[src/rtl/iiitb_counter_pkg.sv]
// Shared BCD constants and elaboration helpers
// for the N-digit BCD counter.
package iiitb_counter_pkg;

    localparam int BCD_W = 4;
    localparam logic [BCD_W-1:0] BCD_NINE = 4'd9;

    function automatic logic [31:0] int_to_bcd(input int value, input int digits);
        logic [31:0] r;
        int v;
        r = '0;
        v = value;
        for (int i = 0; i < 8; i++) begin
            if (i < digits) begin
                r[i*BCD_W +: BCD_W] = 4'(v % 10);
                v = v / 10;
            end
        end
        return r;
    endfunction

    function automatic logic bcd_valid(input logic [31:0] vec, input int digits);
        logic ok;
        ok = 1'b1;
        for (int i = 0; i < 8; i++) begin
            if (i < digits && vec[i*BCD_W +: BCD_W] > BCD_NINE)
                ok = 1'b0;
        end
        return ok;
    endfunction

endpackage

[src/rtl/iiitb_bcd_digit.sv]
// One BCD decade: clear, load, or step up/down
// when enabled by the lower digits.
module iiitb_bcd_digit
    import iiitb_counter_pkg::*;
(
    input  logic             ck,
    input  logic             rn,
    input  logic             ci,
    input  logic             up,
    input  logic             load,
    input  logic             clr,
    input  logic [BCD_W-1:0] d,
    output logic [BCD_W-1:0] q,
    output logic             at_nine,
    output logic             at_zero
);

    assign at_nine = (q == BCD_NINE);
    assign at_zero = (q == '0);

    always_ff @(posedge ck or negedge rn) begin
        if (!rn) begin
            q <= '0;
        end else if (clr) begin
            q <= '0;
        end else if (load) begin
            q <= d;
        end else if (ci) begin
            if (up)
                q <= at_nine ? '0 : q + 4'd1;
            else
                q <= at_zero ? BCD_NINE : q - 4'd1;
        end
    end

endmodule

[src/rtl/iiitb_bcd_counter_n.sv]
// N-digit up/down BCD counter with clear, checked load,
// terminal-count flag and registered wrap/load-error pulses.
module iiitb_bcd_counter_n
    import iiitb_counter_pkg::*;
#(
    parameter int DIGITS = 2,
    parameter int LIMIT  = 99
)
(
    input  logic                  CK,
    input  logic                  RN,
    input  logic                  EN,
    input  logic                  UP,
    input  logic                  CLR,
    input  logic                  LD,
    input  logic [BCD_W*DIGITS-1:0] D,
    output logic [BCD_W*DIGITS-1:0] Q,
    output logic                  TC,
    output logic                  WRAP,
    output logic                  LD_ERR
);

    localparam int W = BCD_W * DIGITS;
    localparam logic [31:0]  LIMIT_FULL = int_to_bcd(LIMIT, DIGITS);
    localparam logic [W-1:0] LIMIT_BCD  = LIMIT_FULL[W-1:0];

    generate
        if (DIGITS < 1 || DIGITS > 8) begin : g_bad_digits
            $error("iiitb_bcd_counter_n: DIGITS out of range 1..8");
        end
        else if (LIMIT < 1 || LIMIT > 10**DIGITS - 1) begin : g_bad_limit
            $error("iiitb_bcd_counter_n: LIMIT out of range");
        end
    endgenerate

    logic [DIGITS-1:0] at_nine;
    logic [DIGITS-1:0] at_zero;
    logic [DIGITS:0]   chain;
    logic [31:0]       d_ext;
    logic              ld_ok;
    logic              term;
    logic              step;
    logic              wrap_now;
    logic              dig_load;
    logic [W-1:0]      dig_d;

    always_comb begin
        d_ext = '0;
        d_ext[W-1:0] = D;
    end

    // BCD ordering matches binary ordering once every nibble is <= 9
    assign ld_ok = bcd_valid(d_ext, DIGITS) && (D <= LIMIT_BCD);

    // chain[DIGITS] in the down direction is exactly "Q == 0"
    always_comb begin
        chain[0] = 1'b1;
        for (int i = 0; i < DIGITS; i++)
            chain[i+1] = chain[i] & (UP ? at_nine[i] : at_zero[i]);
    end

    assign term     = UP ? (Q == LIMIT_BCD) : chain[DIGITS];
    assign TC       = EN & term;
    assign step     = EN & ~CLR & ~LD;
    assign wrap_now = step & term;
    assign dig_load = (LD & ld_ok) | wrap_now;
    assign dig_d    = wrap_now ? (UP ? '0 : LIMIT_BCD) : D;

    genvar g;
    generate
        for (g = 0; g < DIGITS; g++) begin : g_dig
            iiitb_bcd_digit u_dig (
                .ck      (CK),
                .rn      (RN),
                .ci      (step & chain[g]),
                .up      (UP),
                .load    (dig_load),
                .clr     (CLR),
                .d       (dig_d[g*BCD_W +: BCD_W]),
                .q       (Q[g*BCD_W +: BCD_W]),
                .at_nine (at_nine[g]),
                .at_zero (at_zero[g])
            );
        end
    endgenerate

    always_ff @(posedge CK or negedge RN) begin
        if (!RN) begin
            WRAP   <= 1'b0;
            LD_ERR <= 1'b0;
        end else begin
            WRAP   <= wrap_now;
            LD_ERR <= ~CLR & LD & ~ld_ok;
        end
    end

endmodule

[config.mk]
export PLATFORM = sky130hd
export DESIGN_NAME = iiitb_bcd_counter_n
export DESIGN_NICKNAME = d
export VERILOG_FILES = /design/src/rtl/iiitb_counter_pkg.sv /design/src/rtl/iiitb_bcd_digit.sv /design/src/rtl/iiitb_bcd_counter_n.sv
export SDC_FILE = /design/constraint.sdc
export NUM_CORES = 1
export LEC_CHECK = 0
export BUFFER_PORTS_ARGS = -buffer_cell sky130_fd_sc_hd__buf_4
export CAP_MARGIN = 20
export CORE_ASPECT_RATIO = 1.25
export CORE_MARGIN = 1
export CORE_UTILIZATION = 56
export DETAILED_ROUTE_END_ITERATION = 10
export PLACE_DENSITY = 0.94
export SETUP_SLACK_MARGIN = 0.02
export SLEW_MARGIN = 40
export SYNTH_ARGS = -nofsm -noshare
export SYNTH_HDL_FRONTEND = slang
export SYNTH_SLANG_ARGS = --single-unit
[constraint.sdc]
create_clock -name CK -period 4.4 [get_ports CK]
set_input_delay 0.66 -clock CK [delete_from_list [all_inputs] [get_ports CK]]
set_output_delay 0.66 -clock CK [all_outputs]
set_load 0.005 [all_outputs]
Word-level counts from Yosys, hierarchy flattened
Index checks and enable logic that the tools add are counted.

operators by class
  $add $sub $neg = 4
  order comparisons = 3
  equality and inequality tests = 3
  muxes and demuxes = 19
  bitwise operators = 13
  reductions and logical operators = 5

operator list
  kind                                                    count
  two-way mux 4 bit                                       12
  two-way mux 8 bit                                       2
  bitwise AND 1 bit                                       9
  adder 4 x 1 -> 4 bit (second input constant)            2
  == test 4 bit (second input constant)                   2
  == test 8 bit (second input constant)                   1
  greater-than comparator 4 bit (second input constant)   2
  less-or-equal comparator 8 bit (second input constant)  1
  zero test 4 bit                                         2
  subtractor 4 x 1 -> 4 bit (second input constant)       2
  nonzero test 3 bit                                      2
  two-way mux 1 bit                                       5
  NOT 1 bit                                               3
  logical AND 1 bit                                       1
  OR 1 bit                                                1

word-level totals
  flip-flop bits (word level) = 10
  word-level logic and storage cells = 51

Depth between registers and ports, before layout
  word-level depth = 8
  mapped depth = 7
  mapped depth without buffers = 7

By module
Synthesis repeated with hierarchy kept, for this count alone.

second synthesis, totals
  cells, all modules = 140
  area, all modules = 1216.2 sq um

by module, submodules not included
  module               times used  cells an instance  area an instance (sq um)  sequential area each (sq um)
  iiitb_bcd_digit      2           55                 470.5                     100.1
  iiitb_bcd_counter_n  1           30                 275.3                     50.0

Worst setup path after synthesis
OpenSTA, ideal clock, no wires.

  kind = input -> output
  start = input UP
  end = output TC
  arrival time = 1563 ps
  required time = 3740 ps
  setup slack = 2177 ps
  cell stages on the path = 4
  path buffers = 1
  cell sequence = buf_4 -> or4b_4 -> nand2_1 -> and3_1

on the way
  cells in the longest elaborated chain, start to end = 4

RTL lines
  what                   line                       text
  start: declaration     iiitb_bcd_counter_n.sv:13  input logic UP,
  two-way mux 1 bit      iiitb_bcd_counter_n.sv:59  chain[i+1] = chain[i] & (UP ? at_nine[i] : at_zero[i]);
  bitwise AND 1 bit      iiitb_bcd_counter_n.sv:59
  two-way mux 1 bit (*)  iiitb_bcd_counter_n.sv:62  assign term = UP ? (Q == LIMIT_BCD) : chain[DIGITS];
  bitwise AND 1 bit (*)  iiitb_bcd_counter_n.sv:63  assign TC = EN & term;
  end: declaration       iiitb_bcd_counter_n.sv:18  output logic TC,

Mark *: on every way between the ends. The rest lies on a longest branch, timed or not.

Worst setup path in the final report
  start = register g_dig[0].u_dig.q[0]
  end = output TC

on the way
  cells in the longest elaborated chain, start to end = 5

RTL lines
  what                                                     line                                          text
  start: declaration                                       iiitb_bcd_digit.sv:13                         output logic [BCD_W-1:0] q,
  start signal: assignment                                 iiitb_bcd_digit.sv:30                         q <= at_nine ? '0 : q + 4'd1;
  start signal: assignment                                 iiitb_bcd_digit.sv:32                         q <= at_zero ? BCD_NINE : q - 4'd1;
  == test 4 bit / zero test 4 bit (equally long branches)  iiitb_bcd_digit.sv:18, iiitb_bcd_digit.sv:19
  two-way mux 1 bit                                        iiitb_bcd_counter_n.sv:59
  bitwise AND 1 bit                                        iiitb_bcd_counter_n.sv:59
  two-way mux 1 bit (*)                                    iiitb_bcd_counter_n.sv:62
  bitwise AND 1 bit (*)                                    iiitb_bcd_counter_n.sv:63

Marks and branches as above.

==> impl_metrics.py <==
metrics = {
    "sta": {
        "timing.final.ws_setup_ns": 1.770,
        "drv_slew": 0,
        "max_freq_ghz": 0.3803,
        "tightest_slew_ns": 0.4769,
        "hold_viol_final": 0,
        "slew_headroom": 0.6793,
        "grt_setup_unrepaired": "no",
        "fin_skew_ns": 0.003499,
        "min_period_ns": 2.630,
        "fin_crit_sh": 0.5976,
        "tns_ns": 0,
        "setup_viol": 0,
    },
    "synthesis": {
        "synth_compound_area_frac": 0.2816,
        "synthMuxAreaShare": 0.02020,
        "synth_simple_gate_area_frac": 0.2828,
        "yosysSeqAreaShare": 0.2525,
        "synth_seq_cells": 10,
        "avgSynthCellArea_um2": 8.693,
        "synthAdderAreaFrac": 0.07576,
        "ys_types": 45,
        "netlist_instances": 114,
        "postSynth.asyncResetShare": 1.000,
        "synth_edf_count": 0,
        "synthFlopType": "dfrtp_1",
        "synth_top_family_by_area": "simple AND/OR/NAND/NOR gates",
        "synth-xor-area-share": 0.01768,
        "syn_area_um2": 991.0,
        "synth_warnings": 0,
        "synthesis.nets": 134,
    },
    "placed_design": {
        "hpwl_mm": 2.025,
        "portBuffers": 24,
        "dp_slack_ns": 2.016,
        "gp_congestion": 0.8128,
    },
    "route": {
        "post_drt_wl_per_cell_um": 17.53,
        "vias_per_cell": 6.727,
        "first_pass_iters": 4,
        "wl_mm": 2.700,
        "drt_iter0_drc": 27,
        "drcViolationCount": 0,
        "via_count": 1036,
        "final_antenna_net_count": 0,
    },
    "global_route": {
        "grt_remaining_overflow": 0,
        "grt_pass1_wl_mm": 4.264,
        "track_usage": 0.3177,
        "antenna_found_initial": 0,
        "grt_pass1_vias": 1017,
        "grt_max_degree": 20,
    },
    "critical_path": {
        "start_kind": "flop",
        "worstSetupEndpointType": "output pin",
        "path_class": "flop to output pin",
        "critPathRequiredTime_ns": 3.74,
        "arrival_ns": 1.97,
        "critPathMaxFanout": 10,
        "r2r_slack_ns": 2.25,
    },
    "layout": {
        "final_util": 0.7305,
        "fin_nets": 158,
        "layout_common_cells": "24 x buf_4, 12 x nand2_1, 10 x dfrtp_1",
        "antennaDiodeCount": 0,
        "n_fill_cell": 132,
        "final_common_cell": "buf_4",
        "drive_gt1_frac": 0.2794,
        "syn2layout_area_growth_pct": 18.06,
    },
    "floorplan": {
        "row_count": 16,
        "start_util": 0.6187,
        "core-area_um2": 1602,
        "die_width_um": 39.63,
        "io_pins": 25,
        "die_area_um2": 1943,
        "die_h_um": 49.03,
    },
    "clock_network": {
        "cts_sinks": 10,
        "numCtsBuffers": 3,
        "clk_pin_slew_ns": 0.07,
        "tritoncts": "built",
        "cts.path.max_buffers": 2,
        "holdBufCountCts": 0,
        "post_cts_buffers": 0,
        "h-tree-depth": 1,
        "clock_latency_ns": 0.28,
        "cts_resized": 0,
        "clock_tree.root_cell": "clkbuf_4",
    },
    "power_and_ir_drop": {
        "max-vdd-ir-drop_uv": 202.4,
        "cellPowerDensity_nw_per_um2": 243.1,
        "p_leak_nw": 0.5172,
    },
    "run": {
        "maxCapViolCount": 0,
    },
    "hold_path": {
        "min-delay-path-class": "primary input to asynchronous set/reset pin",
    },
    "outcome": {
        "status": "complete, no violations",
    },
}
state kept, by name, indices dropped and copies added (netlist names):
name	flops
g_dig.u_dig.q	8
LD_ERR	1
WRAP	1
layout make-up:
type / instances / area [um^2] / share of cell area
multi-input combinational: 93 / 671.9 / 0.5743
sequential: 10 / 250.2 / 0.2139
timing repair buffer: 24 / 180.2 / 0.1540
clock buffer: 3 / 22.52 / 0.01925
inverter: 6 / 22.52 / 0.01925
tap: 18 / 22.52 / 0.01925
cell families after synthesis:
group | after synthesis
flip-flops | 10
XOR/XNOR | 2
buffers and inverters | 11
adder cells (fa/ha/maj) | 6
AO/OA/AOI/OAI | 37
multiplexers | 2
AND/OR/NAND/NOR | 46
per-stage QoR:
| stage | total power [mW] | cells | hold slack [ns] | cell area [um^2] |
|---|---|---|---|---|
| floorplan | 0.1806 | 114 | 0.3644 | 991.0 |
| global placement | 0.2100 | 151 | 0.4896 | 1147 |
| global route | 0.2975 | 154 | 0.2027 | 1170 |
| finish | 0.2844 | 154 | 0.1915 | 1170 |
| detailed placement | 0.2162 | 151 | 0.4970 | 1147 |
| CTS | 0.2821 | 154 | 0.2005 | 1170 |
metal layers:
metal,up-vias,track usage,routed length (um)
li1,473,-,-
met1,497,0.3118,977
met2,47,0.5574,1437
met3,19,0.08676,144
met4,0,0.1667,140
met5,-,0,0
worst max-delay path, stage by stage (launching register included):
cell	delay, ns
dfrtp_1	0.50
inv_1	0.10
ha_1	0.22
or4b_4	0.52
nand2_1	0.09
and3_1	0.15
buf_4	0.10
worst paths after layout:
| check | start | endpoint | cells past startpoint |
|---|---|---|---|
| worst max-delay path | g_dig[0].u_dig.q[0]$_DFFE_PN0P_ | TC | 6 |
| worst min-delay path | RN | g_dig[1].u_dig.q[1]$_DFFE_PN0P_ | 1 |
| worst max register to register | g_dig[0].u_dig.q[0]$_DFFE_PN0P_ | g_dig[1].u_dig.q[3]$_DFFE_PN0P_ | 7 |
| worst min register to register | g_dig[1].u_dig.q[3]$_DFFE_PN0P_ | g_dig[1].u_dig.q[3]$_DFFE_PN0P_ | 1 |
| max in group asynchronous | RN | g_dig[0].u_dig.q[3]$_DFFE_PN0P_ | 1 |
| min in group CK | CLR | LD_ERR$_DFF_PN0_ | 2 |
synth_stat cells (2+ instances only):
library cell  instances  area, um^2
nand2_1              12       45.04
dfrtp_1              10       250.2
ha_1                  6       75.07
inv_1                 6       22.52
o21ai_0               6       30.03
a31oi_1               5       31.28
a32o_1                5       50.05
a21oi_1               4       20.02
nand2b_1              4       25.02
nor2_1                4       15.01
and3_1                3       18.77
buf_6                 3       33.78
nor3_1                3       15.01
o211ai_1              3       22.52
a22o_1                2       17.52
mux2i_1               2       20.02
nand3_1               2       10.01
nand4b_1              2       17.52
nor2b_1               2       12.51
o22ai_1               2       12.51
o31ai_1               2       15.01
or2b_1                2       15.01
or3b_2                2       17.52
power breakdown:
part	switching (mW)	internal, mW	total [mW]
combinational	0.0515	0.0515	0.103
clock	0.0359	0.0318	0.0677
sequential	0.0154	0.0982	0.114
total	0.103	0.182	0.284
(Power assumes the default switching activity.)
